File: src/rtl/kbd_fifo_slave.sv
// kbd_fifo_slave: Wishbone slave buffering PS/2 scan codes in a FIFO.
// Register map (ADDR[3:2]): 0 DATA (R, pops), 1 STATUS (R), 2 CTRL (W), 3 reserved.
// Optional build macro: KBD_FIFO_BREAK_FILTER_EN drops 0xF0 break prefixes and
// the byte following each one, so only make codes reach the CPU.
module kbd_fifo_slave #(
   parameter int unsigned DEPTH_LOG2 = 4
) (
   input  logic                  clk,
   input  logic                  reset,
   input  logic                  ready_pulse,
   input  logic [7:0]            Keyboard_Data,
   input  logic                  STB,
   input  logic                  WE,
   input  logic [31:0]           ADDR,
   input  logic [31:0]           DAT_I,
   output logic [31:0]           DAT_O,
   output logic                  ACK,
   output logic [DEPTH_LOG2:0]   level
);

   localparam int unsigned DEPTH = 1 << DEPTH_LOG2;
   localparam int unsigned PW    = DEPTH_LOG2;
   localparam int unsigned CW    = DEPTH_LOG2 + 1;

   localparam logic [1:0] A_DATA   = 2'd0;
   localparam logic [1:0] A_STATUS = 2'd1;
   localparam logic [1:0] A_CTRL   = 2'd2;

   typedef enum logic [1:0] {
      S_IDLE = 2'd0,
      S_ACK  = 2'd1,
      S_WAIT = 2'd2
   } state_t;

   // Storage and bookkeeping
   logic [7:0]    r_mem [0:DEPTH-1];
   logic [PW-1:0] r_wr_ptr;
   logic [PW-1:0] r_rd_ptr;
   logic [CW-1:0] r_count;
   logic          r_ovf;
   logic [31:0]   r_dat;
   logic          r_ack;
   state_t        r_state;
   state_t        w_state_nxt;

   // Decode and datapath control
   logic [1:0]    w_addr;
   logic          w_start;
   logic          w_full;
   logic          w_empty;
   logic          w_pop;
   logic          w_ctrl;
   logic          w_flush;
   logic          w_ovf_clr;
   logic          w_accept;
   logic          w_push;
   logic          w_drop;
   logic [31:0]   w_rdata;
   logic          w_unused;

   assign w_addr   = ADDR[3:2];
   assign w_unused = ^{ADDR[31:4], ADDR[1:0], DAT_I[31:2]};

   // A transaction starts only from IDLE, so a long STB never repeats the action
   assign w_start   = (r_state == S_IDLE) && STB;
   assign w_full    = (r_count == CW'(DEPTH));
   assign w_empty   = (r_count == '0);
   assign w_pop     = w_start && !WE && (w_addr == A_DATA) && !w_empty;
   assign w_ctrl    = w_start && WE && (w_addr == A_CTRL);
   assign w_flush   = w_ctrl && DAT_I[0];
   assign w_ovf_clr = w_ctrl && DAT_I[1];

`ifdef KBD_FIFO_BREAK_FILTER_EN
   logic r_brk;

   // Only bytes that are neither a break prefix nor the code after it are kept
   assign w_accept = ready_pulse && !r_brk && (Keyboard_Data != 8'hF0);

   // Break-pending flag: set by 0xF0, consumed by the next byte, cleared by flush
   always_ff @(posedge clk or negedge reset) begin
      if (!reset) begin
         r_brk <= 1'b0;
      end else if (w_flush) begin
         r_brk <= 1'b0;
      end else if (ready_pulse) begin
         if (r_brk) begin
            r_brk <= 1'b0;
         end else if (Keyboard_Data == 8'hF0) begin
            r_brk <= 1'b1;
         end
      end
   end
`else
   assign w_accept = ready_pulse;
`endif

   // A pop in the same cycle frees a slot, so a full FIFO still accepts the byte
   assign w_push = w_accept && !w_flush && (!w_full || w_pop);
   assign w_drop = w_accept && !w_flush && w_full && !w_pop;

   // Handshake next-state: IDLE -> ACK (one cycle) -> WAIT until STB drops
   always_comb begin
      w_state_nxt = r_state;
      case (r_state)
         S_IDLE: if (STB)  w_state_nxt = S_ACK;
         S_ACK:            w_state_nxt = S_WAIT;
         S_WAIT: if (!STB) w_state_nxt = S_IDLE;
         default:          w_state_nxt = S_IDLE;
      endcase
   end

   // Read-data mux; writes and unmapped reads return zero
   always_comb begin
      w_rdata = '0;
      if (!WE) begin
         case (w_addr)
            A_DATA: begin
               if (!w_empty) begin
                  w_rdata = {23'b0, 1'b1, r_mem[r_rd_ptr]};
               end
            end
            A_STATUS: begin
               w_rdata = {16'b0, 8'(r_count), 5'b0, r_ovf, w_full, w_empty};
            end
            default: w_rdata = '0;
         endcase
      end
   end

   // Handshake state, ACK pulse and read-data capture
   always_ff @(posedge clk or negedge reset) begin
      if (!reset) begin
         r_state <= S_IDLE;
         r_ack   <= 1'b0;
         r_dat   <= '0;
      end else begin
         r_state <= w_state_nxt;
         r_ack   <= w_start;
         if (w_start) begin
            r_dat <= w_rdata;
         end
      end
   end

   // Pointers and occupancy; flush overrides any push or pop
   always_ff @(posedge clk or negedge reset) begin
      if (!reset) begin
         r_wr_ptr <= '0;
         r_rd_ptr <= '0;
         r_count  <= '0;
      end else if (w_flush) begin
         r_wr_ptr <= '0;
         r_rd_ptr <= '0;
         r_count  <= '0;
      end else begin
         if (w_push) begin
            r_wr_ptr <= r_wr_ptr + PW'(1);
         end
         if (w_pop) begin
            r_rd_ptr <= r_rd_ptr + PW'(1);
         end
         case ({w_push, w_pop})
            2'b10:   r_count <= r_count + CW'(1);
            2'b01:   r_count <= r_count - CW'(1);
            default: r_count <= r_count;
         endcase
      end
   end

   // Sticky overflow; a drop in the same cycle as a clear keeps it set
   always_ff @(posedge clk or negedge reset) begin
      if (!reset) begin
         r_ovf <= 1'b0;
      end else if (w_drop) begin
         r_ovf <= 1'b1;
      end else if (w_ovf_clr) begin
         r_ovf <= 1'b0;
      end
   end

   // FIFO storage; contents need no reset since occupancy gates every read
   always_ff @(posedge clk) begin
      if (w_push) begin
         r_mem[r_wr_ptr] <= Keyboard_Data;
      end
   end

   assign DAT_O = r_dat;
   assign ACK   = r_ack;
   assign level = r_count;

endmodule

File: config.mk
export PLATFORM = sky130hd
export DESIGN_NAME = kbd_fifo_slave
export DESIGN_NICKNAME = d
export VERILOG_FILES = /design/src/rtl/kbd_fifo_slave.sv
export SDC_FILE = /design/constraint.sdc
export NUM_CORES = 1
export LEC_CHECK = 0
export ABC_CLOCK_PERIOD_IN_PS = 2450
export CORE_MARGIN = 2
export CORE_UTILIZATION = 48
export DETAILED_ROUTE_END_ITERATION = 7
export GPL_ROUTABILITY_DRIVEN = 0
export GPL_TIMING_DRIVEN = 1
export PLACE_DENSITY = 0.87
export SLEW_MARGIN = 30
export SYNTH_ARGS = -nofsm -noshare
export SYNTH_HDL_FRONTEND = slang
export SYNTH_SLANG_ARGS = --single-unit
File: constraint.sdc
create_clock -name clk -period 2.45 [get_ports clk]
set_input_delay 0.245 -clock clk [delete_from_list [all_inputs] [get_ports clk]]
set_output_delay 0.245 -clock clk [all_outputs]
set_load 0.02 [all_outputs]
==> After elaboration in Yosys (flattened, before gate mapping) <==
Memories as Yosys holds them, arrays and structs flattened.
Cells that the tools add are included.
{ "totals": {"wordCells": 63, "output_inout_bits": 38, "ramBits": 128, "memories": 1, "register_bits": 49, "in_bits": 77} }
{ "classes": {"addsub": 4, "reduce_logical": 26, "n_mux": 16, "eq_ne": 9} }
{ "mem_list": {"columns": ["name", "words", "width", "read_ports", "rd_clocked_by_memory_dff", "write_ports", "line_no", "text"], "rows": [
  ["r_mem", 16, 8, 1, 0, 1, "36", "logic [7:0] r_mem [0:DEPTH-1];"]
]} }
{ "ops": {"columns": ["operator", "count"], "rows": [
  ["32-bit one-hot mux with 2 select lines", 1],
  ["32-bit two-way mux", 1],
  ["4-bit two-way mux", 4],
  ["1-bit logical AND", 12],
  ["5-bit one-hot mux with 2 select lines", 1],
  ["9-bit two-way mux", 1],
  ["4-bit by 1-bit adder with 4-bit output (second input constant)", 2],
  ["2-bit by 1-bit == test with 1-bit output (second input constant)", 3],
  ["2-bit == test (second input constant)", 3],
  ["2-bit one-hot mux with 3 select lines", 1],
  ["2-bit nonzero test", 3],
  ["5-bit by 1-bit adder with 5-bit output (second input constant)", 1],
  ["5-bit == test (second input constant)", 1],
  ["1-bit zero test", 5],
  ["5-bit zero test", 1],
  ["5-bit two-way mux", 1],
  ["5-bit by 1-bit subtractor with 5-bit output (second input constant)", 1],
  ["2-bit zero test", 2],
  ["1-bit two-way mux", 4],
  ["2-bit two-way mux", 2],
  ["2-bit != test (second input constant)", 2],
  ["3-bit nonzero test", 1],
  ["2-bit AND reduction", 1],
  ["1-bit logical OR", 1]
]} }

==> Depth between registers and ports, before layout <==
{ "logic_depth": {"ltp_word": 11, "depth_mapped": 11, "depth_no_buf": 10} }

==> Worst setup path before layout <==
No wires, ideal clock.
{ "synth_path": {"kind": "reg-to-reg", "from": "reg r_count[0], in the netlist level[0]", "to": "reg r_count[4], in the netlist level[4]", "n_path_buf": 1, "period_less_slack_ns": 2.507, "t_arrival_ns": 2.375, "setup_ns": 0.132, "path_stages_with_launch": 12, "setup_slack_ns": -0.057, "t_required_ns": 2.318, "path_cell_list": "dfrtp_1 -> clkbuf_1 -> or4_4 -> o211a_4 -> nand2b_1 -> xnor2_1 -> ha_1 -> nor3_1 -> nand2_1 -> mux2i_1 -> xnor2_1 -> nor2_1"} }
{ "synth_between": {"elab_chain_cells": 8, "word_cells_on_any_way": 14, "cone_classes": "add/sub: 2; eq/ne: 3; mux: 2; reduce/logical: 7"} }
{ "synth_rtl": {"columns": ["item", "line_no", "text"], "rows": [
  ["start, declared", "39", "logic [CW-1:0] r_count;"],
  ["start signal, assigned", "163", "2'b10: r_count <= r_count + CW'(1);"],
  ["start signal, assigned", "164", "2'b01: r_count <= r_count - CW'(1);"],
  ["start signal, assigned", "165", "default: r_count <= r_count;"],
  ["5-bit zero test", "67", "assign w_empty = (r_count == '0);"],
  ["1-bit zero test", null, null],
  ["1-bit logical AND", "68", "assign w_pop = w_start && !WE && (w_addr == A_DATA) && !w_empty;"],
  ["1-bit logical OR", "98", "assign w_push = w_accept && !w_flush && (!w_full || w_pop);"],
  ["1-bit logical AND", "98", null],
  ["2-bit by 1-bit == test with 1-bit output or 2-bit == test (tied branches)", "162", "case ({w_push, w_pop})"],
  ["5-bit one-hot mux with 2 select lines", "162", null],
  ["5-bit two-way mux", "151", "end else if (w_flush) begin"]
]} }
Several ways; a longest one is shown, not always the timed one.
A chain may end at the register's enable or synchronous reset.

==> Worst setup path in the final report <==
{ "layout_path": {"from": "reg r_count[0], in the netlist level[0]", "to": "mem r_mem[13][4] (enable)"} }
{ "layout_between": {"elab_chain_cells": 7, "word_cells_on_any_way": 9, "cone_classes": "eq/ne: 1; mux: 2; reduce/logical: 6"} }
{ "layout_rtl": {"columns": ["item", "line_no", "text"], "rows": [
  ["5-bit zero test", "67", null],
  ["1-bit zero test", null, null],
  ["1-bit logical AND", "68", null],
  ["1-bit logical OR *", "98", null],
  ["1-bit logical AND *", "98", null],
  ["1-bit two-way mux *", "183", "if (w_push) begin"],
  ["1-bit two-way mux (implied by the code) *", "184", "r_mem[r_wr_ptr] <= Keyboard_Data;"],
  ["end, declared", "36", null]
]} }
Every way passes the cells marked *; elsewhere a longest branch is shown, timed or not.

==> metrics.md <==
| Metric | Value |
|---|---|
| Status | finished, final reports clean |
| Worst slack at placement | -0.196 ns |
| Final net count | 534 |
| Worst setup startpoint | level[0]$_DFFE_PN0P_ |
| Static leakage | 2.83 nW |
| Critical R2R Launch | level[0]$_DFFE_PN0P_ |
| # setup viols final | 0 |
| Final ANT Viol Nets | 0 |
| Reg2Reg Depth | 5 |
| Critical Path End Type | register |
| Critical setup path kind | reg2reg |
| Average size of a mapped cell | 17.2 um^2 |
| Clk_skew | 0.00879 ns |
| Max incr delay on CP | 0.56 ns |
| DRT iter0 DRCs | 449 |
| Setup slack, reg-to-reg | 0.08 ns |
| Largest net degree at the start of global routing | 27 |
| Multi-input logic area | 1890 um^2 |
| VDD IR max | 0.666 mV |
| Htree depth | 4 |
| Worst setup margin | 0.0829 ns |
| Top-area cell type share of the netlist area | 0.578 |
| Area leader, netlist | edfxtp_1 |
| Vias in the first global route | 3,702 |
| Post-synth EDFFs | 128 |
| Core area | 13,700 um^2 |
| RSZ-0062 raised after global routing | false |
| Mapped Area | 6650 um^2 |
| Drt pass-1 iters | 5 |
| Rows | 43 |
| Final Hold Viols | 0 |
| Post-DR wirelength/cell | 20.7 um |
| CTS root buf | clkbuf_16 |
| Clk_lat worst skew | 0.43 ns |
| Fillers | 949 |
| Synth top area cells | edfxtp_1 (58%), mux4_2 (12%), dfrtp_1 (11%) |
| Cells after Synth | 386 |
| Detailed Place HPWL | 8560 um |
| Achievable Freq | 422 MHz |
| Fin. max-slew vios | 0 |
| Synth unique cells | 48 |
| IO buf count | 35 |
| Crit-path leading delay family | simple AND/OR/NAND/NOR gates |
| Crit-path slowest cell | or4_4 |
| Max_slew headroom | 0.468 |
| Placed Area | 7380 um^2 |
| Arrival time at the worst endpoint | 2.49 ns |
| Top FF cell, synth | edfxtp_1 |
| First-pass GRT wire length | 20,900 um |
| Reg-to-Reg End | r_mem[13][4]$_DFFE_PP_ |
| Clk buf depth | 2 |
| Share of cells above drive strength 1 | 0.261 |
| Critical path depth in cells | 5 |
| Req. time, crit path | 2.57 ns |
| MaxCap Viol Count | 0 |
| Diode count | 0 |
| GRT Util Overall | 0.196 |
| Slew at the pin with the worst max-slew slack | 0.796 ns |
| Clock sink count | 158 |
| Die width | 122 um |
| Period utilization | 0.966 |
| CTS clk-pin slew, worst paths | 0.06 ns |
| Post-synthesis async set-or-reset flop share | 0.190 |
| Area Overhead vs Synth | 19.7% |
| Overflow left after global routing | 0 |
| Worst Hold Slack | 0.285 ns |
| Final core occ | 0.580 |
| CTS tree | done |
| Sequential cell area | 4600 um^2 |
| CP Launch Type | register |
| Crit-path cells | or4_4 > o211a_4 > o211a_1 > and3_4 > and2_1 |
| Final wirelength | 13,300 um |
| Antenna violations before repair | 0 |
| Die area | 14,800 um^2 |
| Drt via density | 5.62 |
| Crit path to | r_mem[13][4]$_DFFE_PP_ |
| Io pins | 115 |
| DRC | 0 |
| Starting density of the core | 0.485 |
| Die H | 122 um |
| Via count | 3,620 |
| Setup Fix Bufs, Post-CTS | 0 |
| TritonCTS Buffers | 17 |
| Final Cell Area | 7960 um^2 |
| Crit-path max FO | 8 |
| Seq cells post-synth | 158 |
| CP Buf/Inv Count | 0 |
| Post-synthesis sequential area ratio | 0.691 |
| Crit path time final | 2.37 ns |
| Pwr/cell area | 1050 nW/um^2 |
| Worst Hold Class | in2async |
| Synthesis Warnings | 0 |
[state kept, by name, indices dropped and copies added (netlist names)]
name and cells:
r_wr_ptr 4, r_mem 128, r_state 2, r_ovf 1, r_rd_ptr 4, ACK 1, level 5, DAT_O 13
[worst reg2reg max path, stage by stage, from the launching register on]
cell and delay [ns]:
dfrtp_2 0.40, or4_4 0.56, o211a_4 0.31, o211a_1 0.28, and3_4 0.20, and2_1 0.31
[worst min path at each step]
stage	to	cells after the start	start	slack, ns
after floorplan	ACK$_DFF_PN0_	0	reset	-0.05
after global placement	DAT_O[1]$_DFFE_PN0N_	2	DAT_O[1]$_DFFE_PN0N_	0.48
after detailed placement	DAT_O[1]$_DFFE_PN0N_	2	DAT_O[1]$_DFFE_PN0N_	0.49
after CTS	level[3]$_DFFE_PN0P_	1	reset	0.30
after global routing	r_rd_ptr[1]$_DFFE_PN0P_	1	reset	0.34
final	r_wr_ptr[0]$_DFFE_PN0P_	1	reset	0.29
[where the power goes]
| group | switching [mW] | total, mW | internal (mW) | leakage [nW] |
|---|---|---|---|---|
| sequential | 0.248 | 3.53 | 3.28 | 1.54 |
| combinational | 1.17 | 2.29 | 1.11 | 1.00 |
| clock | 1.10 | 2.53 | 1.43 | 0.280 |
| total | 2.52 | 8.34 | 5.82 | 2.83 |
[cells in the mapped netlist (2+ instances only)]
cell type  number
edfxtp_1      128
nand3_1         2
clkbuf_1       14
o21ai_0         5
and3_1          6
o31ai_1         2
mux2i_1         9
buf_2           4
a21oi_1        10
inv_1           7
and2_1          7
nand2_1        17
nand4_1         6
a22o_1          9
nor3_1          8
nand3b_1        2
nor4_1          3
or3_1           3
dfrtp_1        30
a211oi_1        5
xnor2_1         4
xor2_1          3
buf_4          21
nor2_1         11
mux4_2         34
ha_1            6
nor2b_1         6
buf_1           2
and4_1          2
o21ai_1         2
[cell families after synthesis]
group / synth area share
other cells: 0.000564
compound gates: 0.0497
buf+inv: 0.0414
mux: 0.130
simple gates: 0.0668
fa+ha+maj: 0.0113
xor+xnor: 0.00922
flops: 0.691
[per-stage QoR]
stage / cells / power [mW] / setup TNS, ns
floorplan: 404 / 5.04 / 0
finish: 644 / 8.34 / 0
detailed placement: 613 / 5.83 / -14.78
CTS: 644 / 8.40 / 0
global route: 644 / 8.73 / 0
global placement: 613 / 5.71 / -10.31
[routing by layer]
metal,wire [um],track usage,part of all wire
met2,7120,0.329,0.53
met1,5050,0.247,0.38
met4,313,0.0805,0.023
met3,864,0.0463,0.065
met5,0,0,0
[cell type report]
class | instances | share of cell area
sequential | 158 | 0.578
multi-input combinational | 197 | 0.237
timing repair buffer | 70 | 0.0817
clock buffer | 17 | 0.0534
tap | 180 | 0.0283
clock inverter | 15 | 0.0185
inverter | 7 | 0.00330
[timing repair]
item	CTS	global route
pin swaps	6	0
hold buffers	0	0
endpoints found under the setup margin	2	22
gates resized for setup	4	3
gates cloned	0	0
[cells in the final DEF (no fill, tap or decap), types with 4 or more instances in the layout]
cell type        count
buf_4               32
clkdlybuf4s50_1     35
nand4_1              6
nor3_1               7
mux2i_1              9
clkbuf_16           17
and3_1               6
dfrtp_1             26
ha_1                 5
nor2b_1              6
edfxtp_1           128
a211oi_1             5
inv_1                7
conb_1              19
and2_1               4
inv_6                7
nand2_1             17
a21oi_1              9
nor2_1              11
mux4_2              34
a22o_1               9
o21ai_0              5
dfrtp_2              4
Power figures use the tool's default switching activity.
